===== config.mk =====
export PLATFORM = sky130hd
export DESIGN_NAME = store_buffer
export DESIGN_NICKNAME = d
export VERILOG_FILES = /design/src/rtl/store_buffer.sv
export SDC_FILE = /design/constraint.sdc
export NUM_CORES = 1
export LEC_CHECK = 0
export CORE_MARGIN = 3
export CORE_UTILIZATION = 30
export CTS_CLUSTER_SIZE = 8
export DETAILED_ROUTE_END_ITERATION = 6
export DONT_BUFFER_PORTS = 1
export SETUP_SLACK_MARGIN = 0.1
export SLEW_MARGIN = 10
export SYNTH_ARGS = -nofsm -noshare
export SYNTH_HDL_FRONTEND = slang
export SYNTH_SLANG_ARGS = --single-unit

===== constraint.sdc =====
create_clock -name clk_i -period 3.9 [get_ports clk_i]
set_input_delay 0.39 -clock clk_i [delete_from_list [all_inputs] [get_ports clk_i]]
set_output_delay 0.39 -clock clk_i [all_outputs]
set_load 0.02 [all_outputs]

===== src/rtl/store_buffer.sv =====
// ---------------------------------------------------------------------------
// store_buffer
//
// Holds executed stores between the memory stage and the data memory port
// until the reorder buffer commits them. Entries form a circular FIFO:
// allocation happens at the tail, committed stores drain from the head in
// program order, and a ROB flush frees the youngest (still pending) entries.
// Loads whose word overlaps any buffered store are flagged as hazards so the
// memory stage can stall them.
//
// Ports
//   clk_i, rstn_i         clock (rising edge), asynchronous active-low reset
//   alloc_valid_i         memory stage presents a store this cycle
//   alloc_addr_i          byte address of the store
//   alloc_data_i          lane-aligned store data
//   alloc_size_i          00 byte, 01 half, 10 word (11 illegal)
//   alloc_idx_o           entry the next allocation will use (tail pointer)
//   full_o, empty_o       occupancy flags
//   commit_valid_i        ROB commits entry commit_idx_i this cycle
//   commit_idx_i          entry being committed
//   discard_i             mask of entries flushed by the ROB
//   mem_req_valid_o       head entry is committed and requests memory
//   mem_req_addr_o        word-aligned request address
//   mem_req_data_o        request data
//   mem_req_be_o          request byte enables
//   mem_req_ready_i       memory accepts the request
//   ld_addr_i             address of the load in the memory stage
//   ld_hazard_o           a buffered store touches the load's word
// ---------------------------------------------------------------------------
module store_buffer #(
    parameter int STORE_BUFFER_SIZE = 4,
    parameter int IDX_W             = $clog2(STORE_BUFFER_SIZE)
) (
    input  logic                         clk_i,
    input  logic                         rstn_i,
    input  logic                         alloc_valid_i,
    input  logic [31:0]                  alloc_addr_i,
    input  logic [31:0]                  alloc_data_i,
    input  logic [1:0]                   alloc_size_i,
    output logic [IDX_W-1:0]             alloc_idx_o,
    output logic                         full_o,
    output logic                         empty_o,
    input  logic                         commit_valid_i,
    input  logic [IDX_W-1:0]             commit_idx_i,
    input  logic [STORE_BUFFER_SIZE-1:0] discard_i,
    output logic                         mem_req_valid_o,
    output logic [31:0]                  mem_req_addr_o,
    output logic [31:0]                  mem_req_data_o,
    output logic [3:0]                   mem_req_be_o,
    input  logic                         mem_req_ready_i,
    input  logic [31:0]                  ld_addr_i,
    output logic                         ld_hazard_o
);

    typedef enum logic [1:0] {
        ENTRY_FREE      = 2'd0,
        ENTRY_PENDING   = 2'd1,
        ENTRY_COMMITTED = 2'd2
    } entryState_e;

    localparam logic [IDX_W-1:0] IDX_ONE    = IDX_W'(1);
    localparam logic [IDX_W:0]   CNT_ONE    = (IDX_W + 1)'(1);
    localparam logic [IDX_W:0]   FULL_COUNT = (IDX_W + 1)'(STORE_BUFFER_SIZE);

    entryState_e      entryState_q [STORE_BUFFER_SIZE];
    entryState_e      entryState_d [STORE_BUFFER_SIZE];
    logic [31:0]      entryAddr_q  [STORE_BUFFER_SIZE];
    logic [31:0]      entryData_q  [STORE_BUFFER_SIZE];
    logic [1:0]       entrySize_q  [STORE_BUFFER_SIZE];

    logic [IDX_W-1:0] head_q, head_d;
    logic [IDX_W-1:0] tail_q, tail_d;
    logic [IDX_W:0]   count_q, count_d;
    logic [IDX_W:0]   survivors;

    logic             allocFire;
    logic             drainFire;
    logic             discardAny;
    logic [31:0]      headAddr;
    logic             unusedLdOffset;

    // Only the word address of a load matters for the hazard check.
    assign unusedLdOffset = ^ld_addr_i[1:0];

    assign alloc_idx_o = tail_q;
    assign full_o      = (count_q == FULL_COUNT);
    assign empty_o     = (count_q == '0);
    assign discardAny  = |discard_i;

    // Any flush in flight blocks allocation so the recomputed tail is not
    // disturbed by a store that belongs to the squashed path.
    assign allocFire   = alloc_valid_i && !full_o && !discardAny;
    assign drainFire   = mem_req_valid_o && mem_req_ready_i;

    // Next-state computation for entry states and the FIFO pointers.
    // After a flush only committed entries remain, and they are contiguous
    // from the head, so tail and count are rebuilt from their number.
    always_comb begin
        entryState_d = entryState_q;
        head_d       = head_q;
        tail_d       = tail_q;
        count_d      = count_q;
        survivors    = '0;

        if (allocFire) begin
            entryState_d[tail_q] = ENTRY_PENDING;
            tail_d               = tail_q + IDX_ONE;
        end

        if (commit_valid_i && entryState_q[commit_idx_i] == ENTRY_PENDING
            && !discard_i[commit_idx_i]) begin
            entryState_d[commit_idx_i] = ENTRY_COMMITTED;
        end

        if (drainFire) begin
            entryState_d[head_q] = ENTRY_FREE;
            head_d               = head_q + IDX_ONE;
        end

        for (int i = 0; i < STORE_BUFFER_SIZE; i++) begin
            if (discard_i[i] && entryState_q[i] == ENTRY_PENDING) begin
                entryState_d[i] = ENTRY_FREE;
            end
        end

        if (discardAny) begin
            for (int i = 0; i < STORE_BUFFER_SIZE; i++) begin
                if (entryState_d[i] == ENTRY_COMMITTED) begin
                    survivors = survivors + CNT_ONE;
                end
            end
            tail_d  = head_d + survivors[IDX_W-1:0];
            count_d = survivors;
        end else begin
            count_d = count_q + (allocFire ? CNT_ONE : '0) - (drainFire ? CNT_ONE : '0);
        end
    end

    // State registers; store payload is captured only on a real allocation.
    always_ff @(posedge clk_i or negedge rstn_i) begin
        if (!rstn_i) begin
            for (int i = 0; i < STORE_BUFFER_SIZE; i++) begin
                entryState_q[i] <= ENTRY_FREE;
                entryAddr_q[i]  <= '0;
                entryData_q[i]  <= '0;
                entrySize_q[i]  <= '0;
            end
            head_q  <= '0;
            tail_q  <= '0;
            count_q <= '0;
        end else begin
            entryState_q <= entryState_d;
            head_q       <= head_d;
            tail_q       <= tail_d;
            count_q      <= count_d;
            if (allocFire) begin
                entryAddr_q[tail_q] <= alloc_addr_i;
                entryData_q[tail_q] <= alloc_data_i;
                entrySize_q[tail_q] <= alloc_size_i;
            end
        end
    end

    // Memory request built from the head entry. Fields are zeroed while no
    // request is valid so the port is quiet whenever nothing is draining.
    always_comb begin
        headAddr        = entryAddr_q[head_q];
        mem_req_valid_o = (entryState_q[head_q] == ENTRY_COMMITTED);
        mem_req_addr_o  = '0;
        mem_req_data_o  = '0;
        mem_req_be_o    = '0;
        if (mem_req_valid_o) begin
            mem_req_addr_o = {headAddr[31:2], 2'b00};
            mem_req_data_o = entryData_q[head_q];
            case (entrySize_q[head_q])
                2'b00:   mem_req_be_o = 4'b0001 << headAddr[1:0];
                2'b01:   mem_req_be_o = 4'b0011 << headAddr[1:0];
                2'b10:   mem_req_be_o = 4'b1111;
                default: mem_req_be_o = 4'b0000;
            endcase
        end
    end

    // Word-granular overlap check against every live entry; size is
    // deliberately ignored so partial overlaps are never missed.
    always_comb begin
        ld_hazard_o = 1'b0;
        for (int i = 0; i < STORE_BUFFER_SIZE; i++) begin
            if (entryState_q[i] != ENTRY_FREE
                && entryAddr_q[i][31:2] == ld_addr_i[31:2]) begin
                ld_hazard_o = 1'b1;
            end
        end
        if (empty_o) begin
            ld_hazard_o = 1'b0;
        end
    end

    // Protocol checks on the ROB and memory-stage handshakes.
    always @(posedge clk_i) begin
        if (rstn_i) begin
            if (alloc_valid_i) begin
                assert (!full_o)
                    else $warning("store_buffer: allocation while full dropped");
            end
            if (commit_valid_i) begin
                assert (entryState_q[commit_idx_i] == ENTRY_PENDING && !discard_i[commit_idx_i])
                    else $error("store_buffer: commit of entry %0d that is not pending", commit_idx_i);
            end
            for (int i = 0; i < STORE_BUFFER_SIZE; i++) begin
                if (discard_i[i]) begin
                    assert (entryState_q[i] != ENTRY_COMMITTED)
                        else $error("store_buffer: discard of committed entry %0d", i);
                end
            end
            if (mem_req_valid_o) begin
                assert (entrySize_q[head_q] != 2'b11)
                    else $error("store_buffer: illegal store size at head");
                assert (!(entrySize_q[head_q] == 2'b01 && headAddr[0]))
                    else $error("store_buffer: misaligned half store");
                assert (!(entrySize_q[head_q] == 2'b10 && headAddr[1:0] != 2'b00))
                    else $error("store_buffer: misaligned word store");
            end
        end
    end

endmodule


Yosys cells after proc, flatten, opt, wreduce, memory -nomap -nowiden
Cells that the tools add are included.
Word-level totals
  flip-flop bits (word level): 279
Operators by class
  $add $sub $neg: 8
  $lt $le $gt $ge: 7
  equality and inequality tests: 17
  shift operators: 2
  multiplexer cells: 58
  bitwise operators: 11
  reduce and logical (&&, ||, !) cells: 27
Operator list (count)
  $bwmux W128: 2
  $mux W32: 7
  $bmux W32 S2: 2
  $eq A30 B30 Y1: 4
  $demux W32 S2: 1
  $mux W2: 16
  $mux W3: 8
  $mux W8: 3
  $logic_and A1 B1 Y1: 16
  $bmux W2 S2: 3
  $demux W2 S2: 3
  $eq A2 B1 Y1 const B: 6
  $eq A2 B2 Y1 const B: 6
  $pmux W4 S3: 1
  $reduce_bool A2 Y1: 5
  $add A3 B1 Y3 const B: 3
  $ge A3 B3 Y1 const B: 3
  $lt A3 B1 Y1 const B: 3
  $mux W1: 9
  $not A2 Y3: 3
  $and A4 B4 Y4: 2
  $and A8 B8 Y8: 1
  $bwmux W8: 1
  $not A4 Y4: 2
  16 further kinds: 20

Logic depth before layout (Yosys ltp)
Gate-level depths: netlist (run 1).
  word-level depth: 27
  mapped depth: 14
  gate-level depth less buffers: 14

Worst setup path after synthesis (run 1)
Ideal clock, no wire load.
  path kind: flip-flop to flip-flop
  start: register head_q[0]
  end: register tail_q[1], in the netlist alloc_idx_o[1]
  setup time: 0.087 ns
  arrival: 3.185 ns
  data required time: 3.813 ns
  path slack: 0.629 ns
  cell stages (with the launch flop): 14
  clock period less this slack: 3.271 ns
  path through: dfrtp_1 buf_6 inv_4 mux4_2 nor2b_1 a22o_1 or2_2 ha_1 xor2_2 xor2_1 ha_1 xnor2_1 or3_1 o211ai_1
On the way
  word-level cells in the longest chain between the ends: 23
  elaborated cells on any way between the ends: 37
  classes of those cells: 5 x add/sub; 2 x order compare; 5 x eq/ne; 20 x mux; 3 x bitwise; 2 x reduce/logical
Ends and longest elaborated chain
  start: declaration: RTL line 71  | logic [IDX_W-1:0] head_q, head_d;
  start signal: assignment: RTL line 148  | head_q <= '0;
  start signal: assignment: RTL line 153  | head_q <= head_d;
  $not A2 Y3 (implied by the code): RTL line 116, 168
  $ge A3 B3 Y1 (implied by the code) or $lt A3 B1 Y1 (tied branches): RTL line 116  | entryState_d[head_q] = ENTRY_FREE;
  $logic_and A1 B1 Y1 (implied by the code): RTL line 116
  $mux W2 (implied by the code): RTL line 116
  $demux W2 S2: RTL line 116
  $not A8 Y8 (no line)
  $and A8 B8 Y8 (no line)
  $mux W8: RTL line 115  | if (drainFire) begin
  [7 not listed]
  $add A3 B1 Y3: RTL line 129  | survivors = survivors + CNT_ONE;
  $mux W3: RTL line 128  | if (entryState_d[i] == ENTRY_COMMITTED) begin
  $mux W3: RTL line 126  | if (discardAny) begin
  $add A3 B1 Y3: RTL line 129
  $mux W3: RTL line 128
  $mux W3: RTL line 126
  $add A2 B2 Y2 (*): RTL line 132  | tail_d = head_d + survivors[IDX_W-1:0];
  $mux W2 (*): RTL line 126
  end signal: assignment: RTL line 154  | tail_q <= tail_d;
  end: declaration: RTL line 72  | logic [IDX_W-1:0] tail_q, tail_d;
Every way passes the cells marked *; elsewhere a longest branch is shown, timed or not. The select of a mux whose other input is x is not followed.
A chain may end at the register's enable or synchronous reset.

Final worst setup path (run 1)
Ends and elaborated chain as after synthesis.

==> run summary, run 1 <==
DR WL/cell = 23.2 um
Critical Path Most Common Cell = ha_1
Final ANT Viol Nets = 0
placed inst area = 15,100 um^2
Seq cells post-synth = 279
Syn Area/Cell = 13.9 um^2
final setup fails = 0
Crit Path Max Fanout = 5
total gr overflow = 0
maximum buffer depth of the clock tree = 3
Initial Util = 30.7%
Synth top area share = 48.4%
Max Fclk = 275 MHz
critical path arrival = 4090 ps
H-tree levels = 2
Clk Latency, worst-skew pair = 550 ps
Synth area leader = dfrtp_1
Core Box Area = 47,100 um^2
detailed-placement wirelength estimate = 26.7 mm
Internal = 0.00816 W
first-pass iteration count of the detailed router = 5
Post CTS Setup Buffer Count = 0
row count = 79
Post-synth top cells = dfrtp_1, mux2_2, xnor2_1
antenna violations before repair = 5
Critical Path RT = 4350 ps
I/O Pins = 183
die area = 50,800 um^2
failing checks = negative hold slack
fin cells = 1,720
Slew Limit Fails = 0
Nets = 1,227
class of the worst hold path = primary input to asynchronous set/reset pin
Tightest Pin Transition = 738 ps
worst setup slack after layout = 262 ps
final hold vios = 279
DRC violations left = 0
slowest cell delay on critical path = 660 ps
hold slack final = -427 ps
Detailed Route Iter0 Violations = 590
port bufs = 0
placed insts = 1,601
crit share post-route = 93.3%
slew margin rel. = 50.1%
largest net degree at the start of global routing = 280
Setup Skew = 18.6 ps
clk slew on worst S/H paths = 50 ps
sequential cell area fraction in the yosys report = 48.4%
cell at the slowest stage of the critical path = mux4_4
RSZ-0062 raised after global routing = false
GRT Overall Usage = 15.8%
max cap viols = 0
most frequent cell after synthesis = dfrtp_1
Layout area overhead = 17.1%
Sw Share = 32.6%
via count = 8,804
CTS tree = yes
ys flop type = dfrtp_1
setup TNS = 0 ps
FILL cells = 4,512
count of cell types in the netlist = 51
combinational group share of total power = 34.6%
post-cts sizing count = 0
CP top delay family = simple AND/OR/NAND/NOR gates
Die Span Y = 225 um
startpoint types = flop
Psw = 0.00395 W
sum of buffers and inverters on the critical path = 1
Synth area leaders = dfrtp_1, mux2_2, mux4_2
register area = 6990 um^2
area occupied by multi-input gates = 7090 um^2
first-pass GRT wire length = 60.8 mm
Ys Warns = 0
PwrDens = 716 nW/um^2
crit path kind = flop to flop
post-synthesis cell area = 14,400 um^2
register share of total power = 38.7%
clock power share = 26.7%
CP endpoint kind = flop
share of cells above drive strength 1 = 35.4%
Mapped Cells = 1,042
status = complete, but fails checks
TritonCTS Buffers = 41
vias in the first global route = 9,462
final non-filler cell area = 16,900 um^2
ys async rst share = 100%
maximum vdd drop = 0.000576 V
WL final = 40.0 mm
number of synthesized flops with an enable pin = 0
Die Span X = 225 um
gpl congestion = 0.805
min Tclk post-route = 3640 ps
DR vias/cell = 5.12
leak pwr = 7.35 nW
Root Driver = clkbuf_16
pre-CTS WS = 298 ps
CP Cell Sequence = inv_4 -> mux4_4 -> nor2b_1 -> a22o_1 -> a21o_1 -> ha_1 -> xor2_2 -> xor2_1 -> ha_1 -> xnor2_1 -> or3_1 -> o211ai_1
# clock sinks = 279
post-cts hold buffer count = 66
==> cells in the final DEF, fill, tap and decap left out, types with 4 or more instances in the layout <==
cell type | Yosys | final
mux2_2 | 246 | 246
nand2_1 | 16 | 14
ha_1 | 14 | 14
buf_12 | 0 | 4
dfrtp_1 | 279 | 277
buf_4 | 9 | 16
inv_1 | 14 | 14
clkbuf_16 | 0 | 42
xnor2_1 | 82 | 82
mux4_2 | 67 | 66
mux2_1 | 19 | 19
nand4_1 | 21 | 21
xor2_1 | 45 | 45
a21oi_1 | 13 | 13
o21ai_0 | 7 | 7
nor4_1 | 17 | 17
nor2b_1 | 69 | 69
o2111ai_1 | 4 | 4
dlygate4sd3_1 | 0 | 66
nand2b_1 | 6 | 6
nor3_1 | 4 | 4
nor2_1 | 12 | 12
==> power by group through the flow <==
stage                     Sequential [W]  Combinational [W]  Clock, W
final                            0.00469            0.00419   0.00323
after global routing             0.00482            0.00453   0.00346
after CTS                        0.00468            0.00425   0.00332
after detailed placement         0.00472            0.00414         0
after global placement           0.00466            0.00409         0
after floorplan                  0.00449            0.00327         0
==> sequential cells by signal (all words and copies together), names as in the netlist <==
signal,cells
alloc_idx_o,2
count_q,3
entryAddr_q,128
entryData_q,128
entrySize_q,8
entryState_q,8
head_q,2
==> per-stage QoR <==
step,util (%),total power (W)
after floorplan,-,0.00776
after global placement,32.1,0.00875
after detailed placement,32.1,0.00886
after CTS,35.9,0.0122
after global routing,35.9,0.0128
final,35.9,0.0121
==> cell type report <==
cell class | count | area share (%)
clock inverter | 3 | 0.244
antenna | 3 | 0.0444
timing repair buffer | 86 | 5.09
sequential | 279 | 41.4
inverter | 15 | 0.348
clock buffer | 47 | 6.45
multi-input combinational | 680 | 42.0
tap | 607 | 4.49
==> routing by layer <==
layer  wire length (um)  GRT usage (%)
met5                 27              0
met4                900           4.51
met3               2530           4.22
met2              19100           25.8
met1              17400           20.7
==> path summary, 6_finish.rpt <==
path	start	endpoint	slack [ps]	cells past startpoint
setup reg to reg	head_q[0]$_DFF_PN0_	alloc_idx_o[1]$_DFFE_PN0P_	260	12
hold reg to reg	entryData_q[94]$_DFFE_PN0P_	entryData_q[94]$_DFFE_PN0P_	480	1
hold / removal	rstn_i	entryAddr_q[120]$_DFFE_PN0P_	-430	0
min in group clk_i	commit_idx_i[1]	entryState_q[3]$_DFF_PN0_	40	2
max in group asynchronous	rstn_i	entryData_q[91]$_DFFE_PN0P_	3820	0
setup / recovery	head_q[0]$_DFF_PN0_	alloc_idx_o[1]$_DFFE_PN0P_	260	12
==> kinds of logic (layout without fill, tap and decap cells) <==
kind of cell / Yosys count / count (layout) / synth area share [%]
muxes: 335 / 335 / 31.3
DFF: 279 / 279 / 48.4
and+or+nand+nor: 162 / 162 / 6.63
xor gates and xnor gates: 128 / 128 / 7.82
buffers and inverters: 84 / 151 / 2.70
AOI/OAI and AO/OA: 38 / 38 / 1.79
adders and majority gates: 15 / 15 / 1.35
other: 1 / 5 / 0.0260
Note: power is estimated with default switching activity, not from simulation.
==> run 2, diff against run 1 <==
--- a/config.mk
+++ b/config.mk
@@ -5,6 +5,7 @@
 export SDC_FILE = /design/constraint.sdc
 export NUM_CORES = 1
 export LEC_CHECK = 0
+export ABC_AREA = 0
 export CORE_MARGIN = 3
 export CORE_UTILIZATION = 30
 export CTS_CLUSTER_SIZE = 8
==> constraint.sdc (replaced) <==
create_clock -name clk_i -period 3.47 [get_ports clk_i]
set_input_delay 0.347 -clock clk_i [delete_from_list [all_inputs] [get_ports clk_i]]
set_output_delay 0.347 -clock clk_i [all_outputs]
set_load 0.02 [all_outputs]
==> run summary, run 2 (synthesis results as in run 1) <==
status = complete, but fails checks
failing checks = negative hold slack
Worst Setup SP = head_q[0]$_DFF_PN0_
final hold vios = 279
flop2flop setup slack = 160 ps
detailed-placement wirelength estimate = 26.6 mm
Root Driver = clkbuf_16
Max Fclk = 302 MHz
crit path kind = flop to flop
max cap viols = 0
TritonCTS Buffers = 41
maximum buffer depth of the clock tree = 3
Slew Limit Fails = 0
total gr overflow = 0
GRT Overall Usage = 16.1%
FILL cells = 4,523
Nets = 1,309
DR vias/cell = 5.04
gpl congestion = 0.814
hold slack final = -459 ps
port bufs = 0
first-pass iteration count of the detailed router = 5
setup TNS = 0 ps
CTS tree = yes
Final ANT Viol Nets = 0
slew margin rel. = 45.5%
# clock sinks = 279
Final Power = 0.0139 W
worst setup slack after layout = 156 ps
WL final = 40.4 mm
end of the critical path = alloc_idx_o[1]$_DFFE_PN0P_
class of the worst hold path = primary input to asynchronous set/reset pin
min Tclk post-route = 3310 ps
via count = 9,091
Detailed Route Iter0 Violations = 556
placed insts = 1,679
largest registers = entryAddr_q x128, entryData_q x128
CP endpoint kind = flop
Critical Path RT = 3930 ps
r2r worst-path depth = 12
DR WL/cell = 22.4 um
met1 GRT Util = 21.5%
RSZ-0062 raised after global routing = true
die area = 50,800 um^2
clk slew on worst S/H paths = 60 ps
Initial Util = 30.7%
Layout area overhead = 21.7%
maximum vdd drop = 0.000465 V
critical path arrival = 3770 ps
share of cells above drive strength 1 = 39.9%
fin cells = 1,804
largest net degree at the start of global routing = 280
first-pass GRT wire length = 62.0 mm
Die Span X = 225 um
PwrDens = 791 nW/um^2
pre-CTS WS = 45.6 ps
I/O Pins = 183
row count = 79
FF-to-FF End = alloc_idx_o[1]$_DFFE_PN0P_
H-tree levels = 2
crit share post-route = 95.5%
post-cts hold buffer count = 68
Crit Path Max Fanout = 5
Die Span Y = 225 um
GR Util met2 = 26.1%
Setup Skew = 14.0 ps
vias in the first global route = 9,971
Tightest Pin Transition = 806 ps
startpoint types = flop
met3 Usage GRT = 3.86%
final setup fails = 0
DRC violations left = 0
Core Box Area = 47,100 um^2
peak-usage layer in the global routing report = met2
antenna violations before repair = 8
leak pwr = 7.80 nW
most frequent cells in the layout = dfrtp_1, mux2_2, buf_4, xnor2_1, dlygate4sd3_1
r2r startpoint = head_q[0]$_DFF_PN0_
commonest non-fill, non-tap cell in the layout = dfrtp_1
Clk Latency, worst-skew pair = 560 ps
[run 2: cell count changes in the layout (fill, tap and decap cells not counted), moves of 2 or more]
cell	before	now
nor2b_4	0	2
buf_4	16	93
nor2b_1	69	67
buf_8	0	2
diode_2	3	5
dlygate4sd3_1	66	68
[run 2: layout make-up]
type,count,area (um^2),share of cell area (%)
Timing Repair Buffer,168,1500,8.54
Multi-Input combinational cell,680,7120,40.5
Inverter,15,61.3,0.349
Clock inverter,3,43.8,0.249
Antenna cell,5,12.5,0.0712
Tap cell,607,759,4.32
Clock buffer,47,1080,6.15
Sequential cell,279,6990,39.8
[run 2: timing repair]
item | in CTS | in global routing
setup buffers | 1 | 1
endpoints found under the setup margin | 33 | 23
resized for setup | 6 | 7
endpoints found under the hold margin | 544 | 279
pin swaps | 1 | 2
[run 2: worst max-delay path, stage by stage, from the launching register on]
cell,delay [ps]
dfrtp_4,510
inv_6,90
mux4_4,660
nor2b_4,160
a22o_1,200
or2_2,130
ha_1,250
xor2_2,190
xor2_1,190
ha_2,210
xnor2_2,140
or3_1,310
o211ai_1,180
[run 2: routing by layer]
layer  share of wire [%]  up-vias
li1                    -     4042
met1                  44     4758
met2                  48      227
met3                 6.1       58
met4                 2.1        6
met5                0.10        -
[run 2: through the flow]
| step | utilization [%] | cell area [um^2] |
|---|---|---|
| final | 37.3 | 17600 |
| after CTS | 37.2 | 17500 |
| after floorplan | - | 14400 |
| after global placement | 33.3 | 15700 |
| after global routing | 37.3 | 17600 |
| after detailed placement | 33.3 | 15700 |
[run 2: where the power goes]
group | switching, W | internal [W] | total [W]
sequential | 0.000781 | 0.00443 | 0.00522
combinational | 0.00226 | 0.00280 | 0.00506
clock | 0.00143 | 0.00217 | 0.00361
[run 2: how the worst min path moves through the flow]
stage | slack [ps] | from | to
after floorplan | 50 | rstn_i | alloc_idx_o[0]$_DFFE_PN0P_
after global placement | 80 | rstn_i | entryAddr_q[61]$_DFFE_PN0P_
after detailed placement | 70 | rstn_i | entryData_q[33]$_DFFE_PN0P_
after CTS | -510 | rstn_i | entryAddr_q[18]$_DFFE_PN0P_
after global routing | -500 | rstn_i | entryAddr_q[120]$_DFFE_PN0P_
final | -460 | rstn_i | entryAddr_q[125]$_DFFE_PN0P_
